## src/rtl/fib_pkg.sv

```systemverilog
// Shared types and seed constants for the two-term recurrence generator.
package fib_pkg;

  typedef enum logic [1:0] {
    IDLE = 2'd0,
    RUN  = 2'd1,
    DONE = 2'd2
  } fib_state_e;

  localparam logic MODE_FIB   = 1'b0;
  localparam logic MODE_LUCAS = 1'b1;

  localparam logic [1:0] FIB_SEED_M   = 2'd0;
  localparam logic [1:0] FIB_SEED_N   = 2'd1;
  localparam logic [1:0] LUCAS_SEED_M = 2'd2;
  localparam logic [1:0] LUCAS_SEED_N = 2'd1;

  function automatic logic [1:0] seed_m(input logic mode);
    case (mode)
      MODE_FIB:   return FIB_SEED_M;
      MODE_LUCAS: return LUCAS_SEED_M;
      default:    return FIB_SEED_M;
    endcase
  endfunction

  function automatic logic [1:0] seed_n(input logic mode);
    case (mode)
      MODE_FIB:   return FIB_SEED_N;
      MODE_LUCAS: return LUCAS_SEED_N;
      default:    return FIB_SEED_N;
    endcase
  endfunction

endpackage

```

## src/rtl/fib_seq_gen_if.sv

```systemverilog
// Control and result bundle of fib_seq_gen; master drives start/mode/selector,
// slave (the generator) returns the registered terms and flags.
interface fib_seq_gen_if #(
  parameter int WIDTH = 11
);
  logic             start;
  logic             mode;
  logic             selector;
  logic [WIDTH-1:0] m;
  logic [WIDTH-1:0] n;
  logic [WIDTH-1:0] x;
  logic             done;
  logic             ovf;

  modport master (
    output start, mode, selector,
    input  m, n, x, done, ovf
  );

  modport slave (
    input  start, mode, selector,
    output m, n, x, done, ovf
  );
endinterface

```

## src/rtl/fib_step_add.sv

```systemverilog
// Combinational WIDTH-bit adder for one recurrence step; with FIB_SAT_EN defined
// the sum clamps to all-ones on carry, otherwise it wraps.
module fib_step_add
  import fib_pkg::*;
#(
  parameter int WIDTH = 11
) (
  input  logic [WIDTH-1:0] a,
  input  logic [WIDTH-1:0] b,
  output logic [WIDTH-1:0] sum,
  output logic             carry
);

  logic [WIDTH:0] full_s;

  assign full_s = {1'b0, a} + {1'b0, b};
  assign carry  = full_s[WIDTH];

  // Select the wrapped or saturated result.
  always_comb begin
    sum = full_s[WIDTH-1:0];
`ifdef FIB_SAT_EN
    if (full_s[WIDTH]) begin
      sum = {WIDTH{1'b1}};
    end else begin
      sum = full_s[WIDTH-1:0];
    end
`endif
  end

endmodule

```

## src/rtl/fib_seq_gen.sv

```systemverilog
// Two-term additive recurrence generator (Fibonacci/Lucas seeds) with run control.
// Optional macro FIB_SAT_EN: saturating sum and sticky overflow flag.
module fib_seq_gen
  import fib_pkg::*;
#(
  parameter int WIDTH = 11,
  parameter int STEPS = 20
) (
  input  logic        clk,
  input  logic        rst,
  fib_seq_gen_if.slave bus
);

  localparam logic [WIDTH-1:0] STEPS_W = WIDTH'(STEPS);
  localparam logic [WIDTH-1:0] ONE_W   = {{(WIDTH-1){1'b0}}, 1'b1};

  fib_state_e       state_q, state_d;
  logic [WIDTH-1:0] m_q, m_d;
  logic [WIDTH-1:0] n_q, n_d;
  logic [WIDTH-1:0] x_q, x_d;
  logic             done_q, done_d;
  logic             ovf_q, ovf_d;

  logic [WIDTH-1:0] sum_s;
  logic             carry_s;
  logic [WIDTH-1:0] seed_m_s;
  logic [WIDTH-1:0] seed_n_s;
  logic [WIDTH-1:0] x_inc_s;

  fib_step_add #(
    .WIDTH (WIDTH)
  ) u_step_add (
    .a     (m_q),
    .b     (n_q),
    .sum   (sum_s),
    .carry (carry_s)
  );

  assign seed_m_s = WIDTH'(seed_m(bus.mode));
  assign seed_n_s = WIDTH'(seed_n(bus.mode));
  assign x_inc_s  = x_q + ONE_W;

`ifndef FIB_SAT_EN
  logic unused_carry_s;
  assign unused_carry_s = carry_s;
`endif

  // Next-state and next-output logic; every register holds unless a branch updates it.
  always_comb begin
    state_d = state_q;
    m_d     = m_q;
    n_d     = n_q;
    x_d     = x_q;
    done_d  = done_q;
    ovf_d   = ovf_q;
    case (state_q)
      IDLE, DONE: begin
        if (bus.start) begin
          state_d = RUN;
          m_d     = seed_m_s;
          n_d     = seed_n_s;
          x_d     = '0;
          done_d  = 1'b0;
          ovf_d   = 1'b0;
        end else begin
          state_d = state_q;
        end
      end
      RUN: begin
        // A restart outranks an advance requested in the same cycle.
        if (bus.start) begin
          state_d = RUN;
          m_d     = seed_m_s;
          n_d     = seed_n_s;
          x_d     = '0;
          done_d  = 1'b0;
          ovf_d   = 1'b0;
        end else if (bus.selector) begin
          m_d = n_q;
          n_d = sum_s;
          x_d = x_inc_s;
`ifdef FIB_SAT_EN
          ovf_d = ovf_q | carry_s;
`else
          ovf_d = 1'b0;
`endif
          if (x_inc_s == STEPS_W) begin
            state_d = DONE;
            done_d  = 1'b1;
          end else begin
            state_d = RUN;
          end
        end else begin
          state_d = RUN;
        end
      end
      default: begin
        state_d = IDLE;
      end
    endcase
  end

  // State and output registers with synchronous active-low reset.
  always_ff @(posedge clk) begin
    if (!rst) begin
      state_q <= IDLE;
      m_q     <= '0;
      n_q     <= ONE_W;
      x_q     <= '0;
      done_q  <= 1'b0;
      ovf_q   <= 1'b0;
    end else begin
      state_q <= state_d;
      m_q     <= m_d;
      n_q     <= n_d;
      x_q     <= x_d;
      done_q  <= done_d;
      ovf_q   <= ovf_d;
    end
  end

  assign bus.m    = m_q;
  assign bus.n    = n_q;
  assign bus.x    = x_q;
  assign bus.done = done_q;
  assign bus.ovf  = ovf_q;

endmodule

```

## src/flat_wrapper.sv

```systemverilog
// flat-port wrapper written by rule: the top's interface ports become plain ports
module fib_seq_gen_flat import fib_pkg::*;
#(
  parameter int WIDTH = 11,
  parameter int STEPS = 20
)
  (clk, rst, bus_start, bus_mode, bus_selector, bus_m, bus_n, bus_x, bus_done, bus_ovf);
  fib_seq_gen_if #(.WIDTH(WIDTH)) bus_i ();
  input  logic clk;
  input  logic rst;
  input wire logic [$bits(bus_i.start)-1:0] bus_start;
  input wire logic [$bits(bus_i.mode)-1:0] bus_mode;
  input wire logic [$bits(bus_i.selector)-1:0] bus_selector;
  output wire logic [$bits(bus_i.m)-1:0] bus_m;
  output wire logic [$bits(bus_i.n)-1:0] bus_n;
  output wire logic [$bits(bus_i.x)-1:0] bus_x;
  output wire logic [$bits(bus_i.done)-1:0] bus_done;
  output wire logic [$bits(bus_i.ovf)-1:0] bus_ovf;
  assign bus_i.start = bus_start;
  assign bus_i.mode = bus_mode;
  assign bus_i.selector = bus_selector;
  assign bus_m = bus_i.m;
  assign bus_n = bus_i.n;
  assign bus_x = bus_i.x;
  assign bus_done = bus_i.done;
  assign bus_ovf = bus_i.ovf;
  fib_seq_gen #(.WIDTH(WIDTH), .STEPS(STEPS)) u_core (.clk(clk), .rst(rst), .bus(bus_i));
endmodule
```

## config.mk

```make
export PLATFORM = sky130hd
export DESIGN_NAME = fib_seq_gen_flat
export DESIGN_NICKNAME = d
export VERILOG_FILES = /design/src/rtl/fib_pkg.sv /design/src/rtl/fib_seq_gen_if.sv /design/src/rtl/fib_step_add.sv /design/src/rtl/fib_seq_gen.sv /design/src/flat_wrapper.sv
export SDC_FILE = /design/constraint.sdc
export NUM_CORES = 1
export LEC_CHECK = 0
export ABC_AREA = 1
export BUFFER_PORTS_ARGS = -buffer_cell sky130_fd_sc_hd__buf_2
export CAP_MARGIN = 30
export CORE_MARGIN = 3
export CORE_UTILIZATION = 56
export CTS_CLUSTER_SIZE = 20
export DETAILED_ROUTE_END_ITERATION = 8
export PLACE_DENSITY = 0.86
export SETUP_SLACK_MARGIN = 0.1
export SKIP_LAST_GASP = 1
export SLEW_MARGIN = 10
export SYNTH_ARGS = -nofsm -noshare
export SYNTH_HDL_FRONTEND = slang
export SYNTH_HIERARCHICAL = 1
export SYNTH_SLANG_ARGS = --single-unit
```

## constraint.sdc

```tcl
create_clock -name clk -period 2.1 [get_ports clk]
set_clock_uncertainty 0.15 [all_clocks]
set_input_delay 0.21 -clock clk [delete_from_list [all_inputs] [get_ports clk]]
set_output_delay 0.21 -clock clk [all_outputs]
set_load 0.03 [all_outputs]
```

==> impl_metrics.py <==
metrics = {
    "clock_tree": {
        "cts_tree": "done",
        "cts_setup_buffers": 0,
        "cts_root_buf": "clkbuf_8",
        "numCtsBuffers": 5,
        "cts_sinks": 36,
        "cts_hold_buf": 0,
        "clockBufferDepth": 2,
        "clk_pin_slew_ns": 0.07,
        "htreeDepth": 2,
        "worstSkewPairLatency_ns": 0.29,
    },
    "power_and_ir_drop": {
        "power.leakage_nw": 1.24,
        "pwr_density_cell_nw_per_um2": 520,
        "vdd_drop_max_uv": 358,
        "p_total_mw": 1.32,
    },
    "logic_synthesis": {
        "syn_inst": 335,
        "yosys_warnings": 6,
        "postSynthAreaPerCell_um2": 6.59,
        "syn_nets": 354,
        "synthesis.area_um2": 2210,
    },
    "cells_and_area": {
        "diodes": 0,
        "area.growth.synth_to_final_pct": 14.7,
        "final_area_um2": 2530,
        "nNetsFinal": 393,
        "drive_gt1_frac": 0.179,
        "stdcell_count": 423,
        "fillCellCount": 339,
    },
    "routing": {
        "wl_per_cell_um": 12.8,
        "viasPerCell": 5.35,
        "drt_iter0_markers": 185,
        "routed-via-count": 2265,
        "routed_wl_mm": 5.42,
        "remaining_drc_errors": 0,
        "drtPass1Iterations": 5,
        "ant_nets": 0,
    },
    "timing": {
        "hold_violations": 0,
        "setup_viol": 0,
        "rsz0062_at_grt": "no",
        "period_share": 0.858,
        "worst_pin_slew_ns": 0.652,
        "maxSlewHeadroom": 0.565,
        "hold-worst-slack_ns": 0.0186,
        "maxSlewViolCount": 0,
        "fin_setup_tns_ns": 0,
        "fin_crit_ns": 1.80,
        "fmax_ghz": 0.555,
    },
    "grt": {
        "antenna_found_initial": 0,
        "grt_max_degree": 34,
        "grt_usage": 0.247,
        "grt_first_pass_wirelength_mm": 8.71,
        "grt.overflow.total": 0,
        "grt_pass1_vias": 1969,
    },
    "placement": {
        "place_congestion": 0.911,
        "place_area_um2": 2440,
        "hpwl_mm": 3.76,
        "placed_cells": 415,
        "port_buffers": 38,
    },
    "run": {
        "maxCapViolCount": 0,
    },
    "setup_path": {
        "critPathLaunchType": "flop",
        "worst_setup_path_end_kind": "flop",
        "ff2ff_path_depth": 9,
        "path_max_fanout": 4,
        "critPathKind": "reg2reg",
        "crit_arrival_ns": 1.88,
        "worstPathRequired_ns": 2.17,
    },
    "die": {
        "core_area_um2": 3740,
        "die_width_um": 68.8,
        "row_count": 22,
        "dieHeight_um": 68.8,
        "dieArea_um2": 4730,
        "top_level_ports": 40,
        "start_util": 0.590,
    },
    "status": {
        "status": "finished, final reports clean",
    },
    "worst_hold_path": {
        "hold_path.class": "in2reg",
        "hold_depth": 3,
    },
}
## flip-flops by register name, indices dropped and copies added, names as in the netlist
signal / cells
u_core/bus.m: 11
u_core/bus.done: 1
u_core/state_q: 2
u_core/bus.x: 11
u_core/bus.n: 11
## per-layer routing
metal,global-route usage,share of wire,vias to the layer above
li1,-,-,1145
met1,0.329,0.45,1014
met2,0.390,0.46,96
met3,0.0551,0.077,10
met4,0.0900,0.015,0
met5,0,0,-
## area by class of cell
cell class	count	area, µm²	area share
multi-input combinational	254	1310	0.517
sequential	36	721	0.285
timing repair buffer	42	220	0.0870
inverter	35	131	0.0519
clock buffer	8	90.1	0.0356
tap	48	60.1	0.0237
## path summary, 6_finish.rpt
path | from | end | slack (ns)
max | u_core/bus.n[0]$_SDFFE_PN1P_ | u_core/bus.n[8]$_SDFFE_PN0P_ | 0.30
min | rst | u_core/bus.m[1]$_SDFFE_PN0P_ | 0.02
max reg2reg | u_core/bus.n[0]$_SDFFE_PN1P_ | u_core/bus.n[8]$_SDFFE_PN0P_ | 0.30
min reg2reg | u_core/bus.done$_SDFFE_PN0P_ | u_core/bus.done$_SDFFE_PN0P_ | 0.31
## layout by cell type (no fill, tap or decap), types with 5 or more instances in the layout
cell type    n
nor2_2       7
inv_1       35
a21oi_1     36
nand2_1    116
nor2_1      16
dfxtp_1     36
clkbuf_8     6
buf_2       38
nand3_1     36
ha_1        13
xor2_1       5
## worst max-delay path, cell delays in order (launching register included)
cell and delay, ns:
dfxtp_1 0.34, ha_1 0.23, fa_2 0.39, nand2_1 0.08, nand3_1 0.08, nand3_1 0.10, nand3_1 0.08, nand2_1 0.07
nand2_1 0.05, a21oi_1 0.15
## power by group
part | switching (mW) | internal [mW] | leakage, nW | total, mW
Clock | 0.250 | 0.268 | 0.0455 | 0.517
Sequential | 0.00756 | 0.689 | 0.291 | 0.696
Combinational | 0.0785 | 0.0253 | 0.906 | 0.104
## through the flow
stage,util,setup slack (ns)
3_3_place_gp,0.652,0.333
4_1_cts,0.676,0.225
5_1_grt,0.676,0.127
3_5_place_dp,0.652,0.252
2_1_floorplan,-,0.243
6_report,0.676,0.298
## what timing repair did
| item | in CTS | in global routing |
|---|---|---|
| endpoints found under the setup margin | 0 | 1 |
| hold endpoints to repair | 0 | 0 |
| gates resized for setup | 0 | 1 |
(Power assumes the default switching activity.)
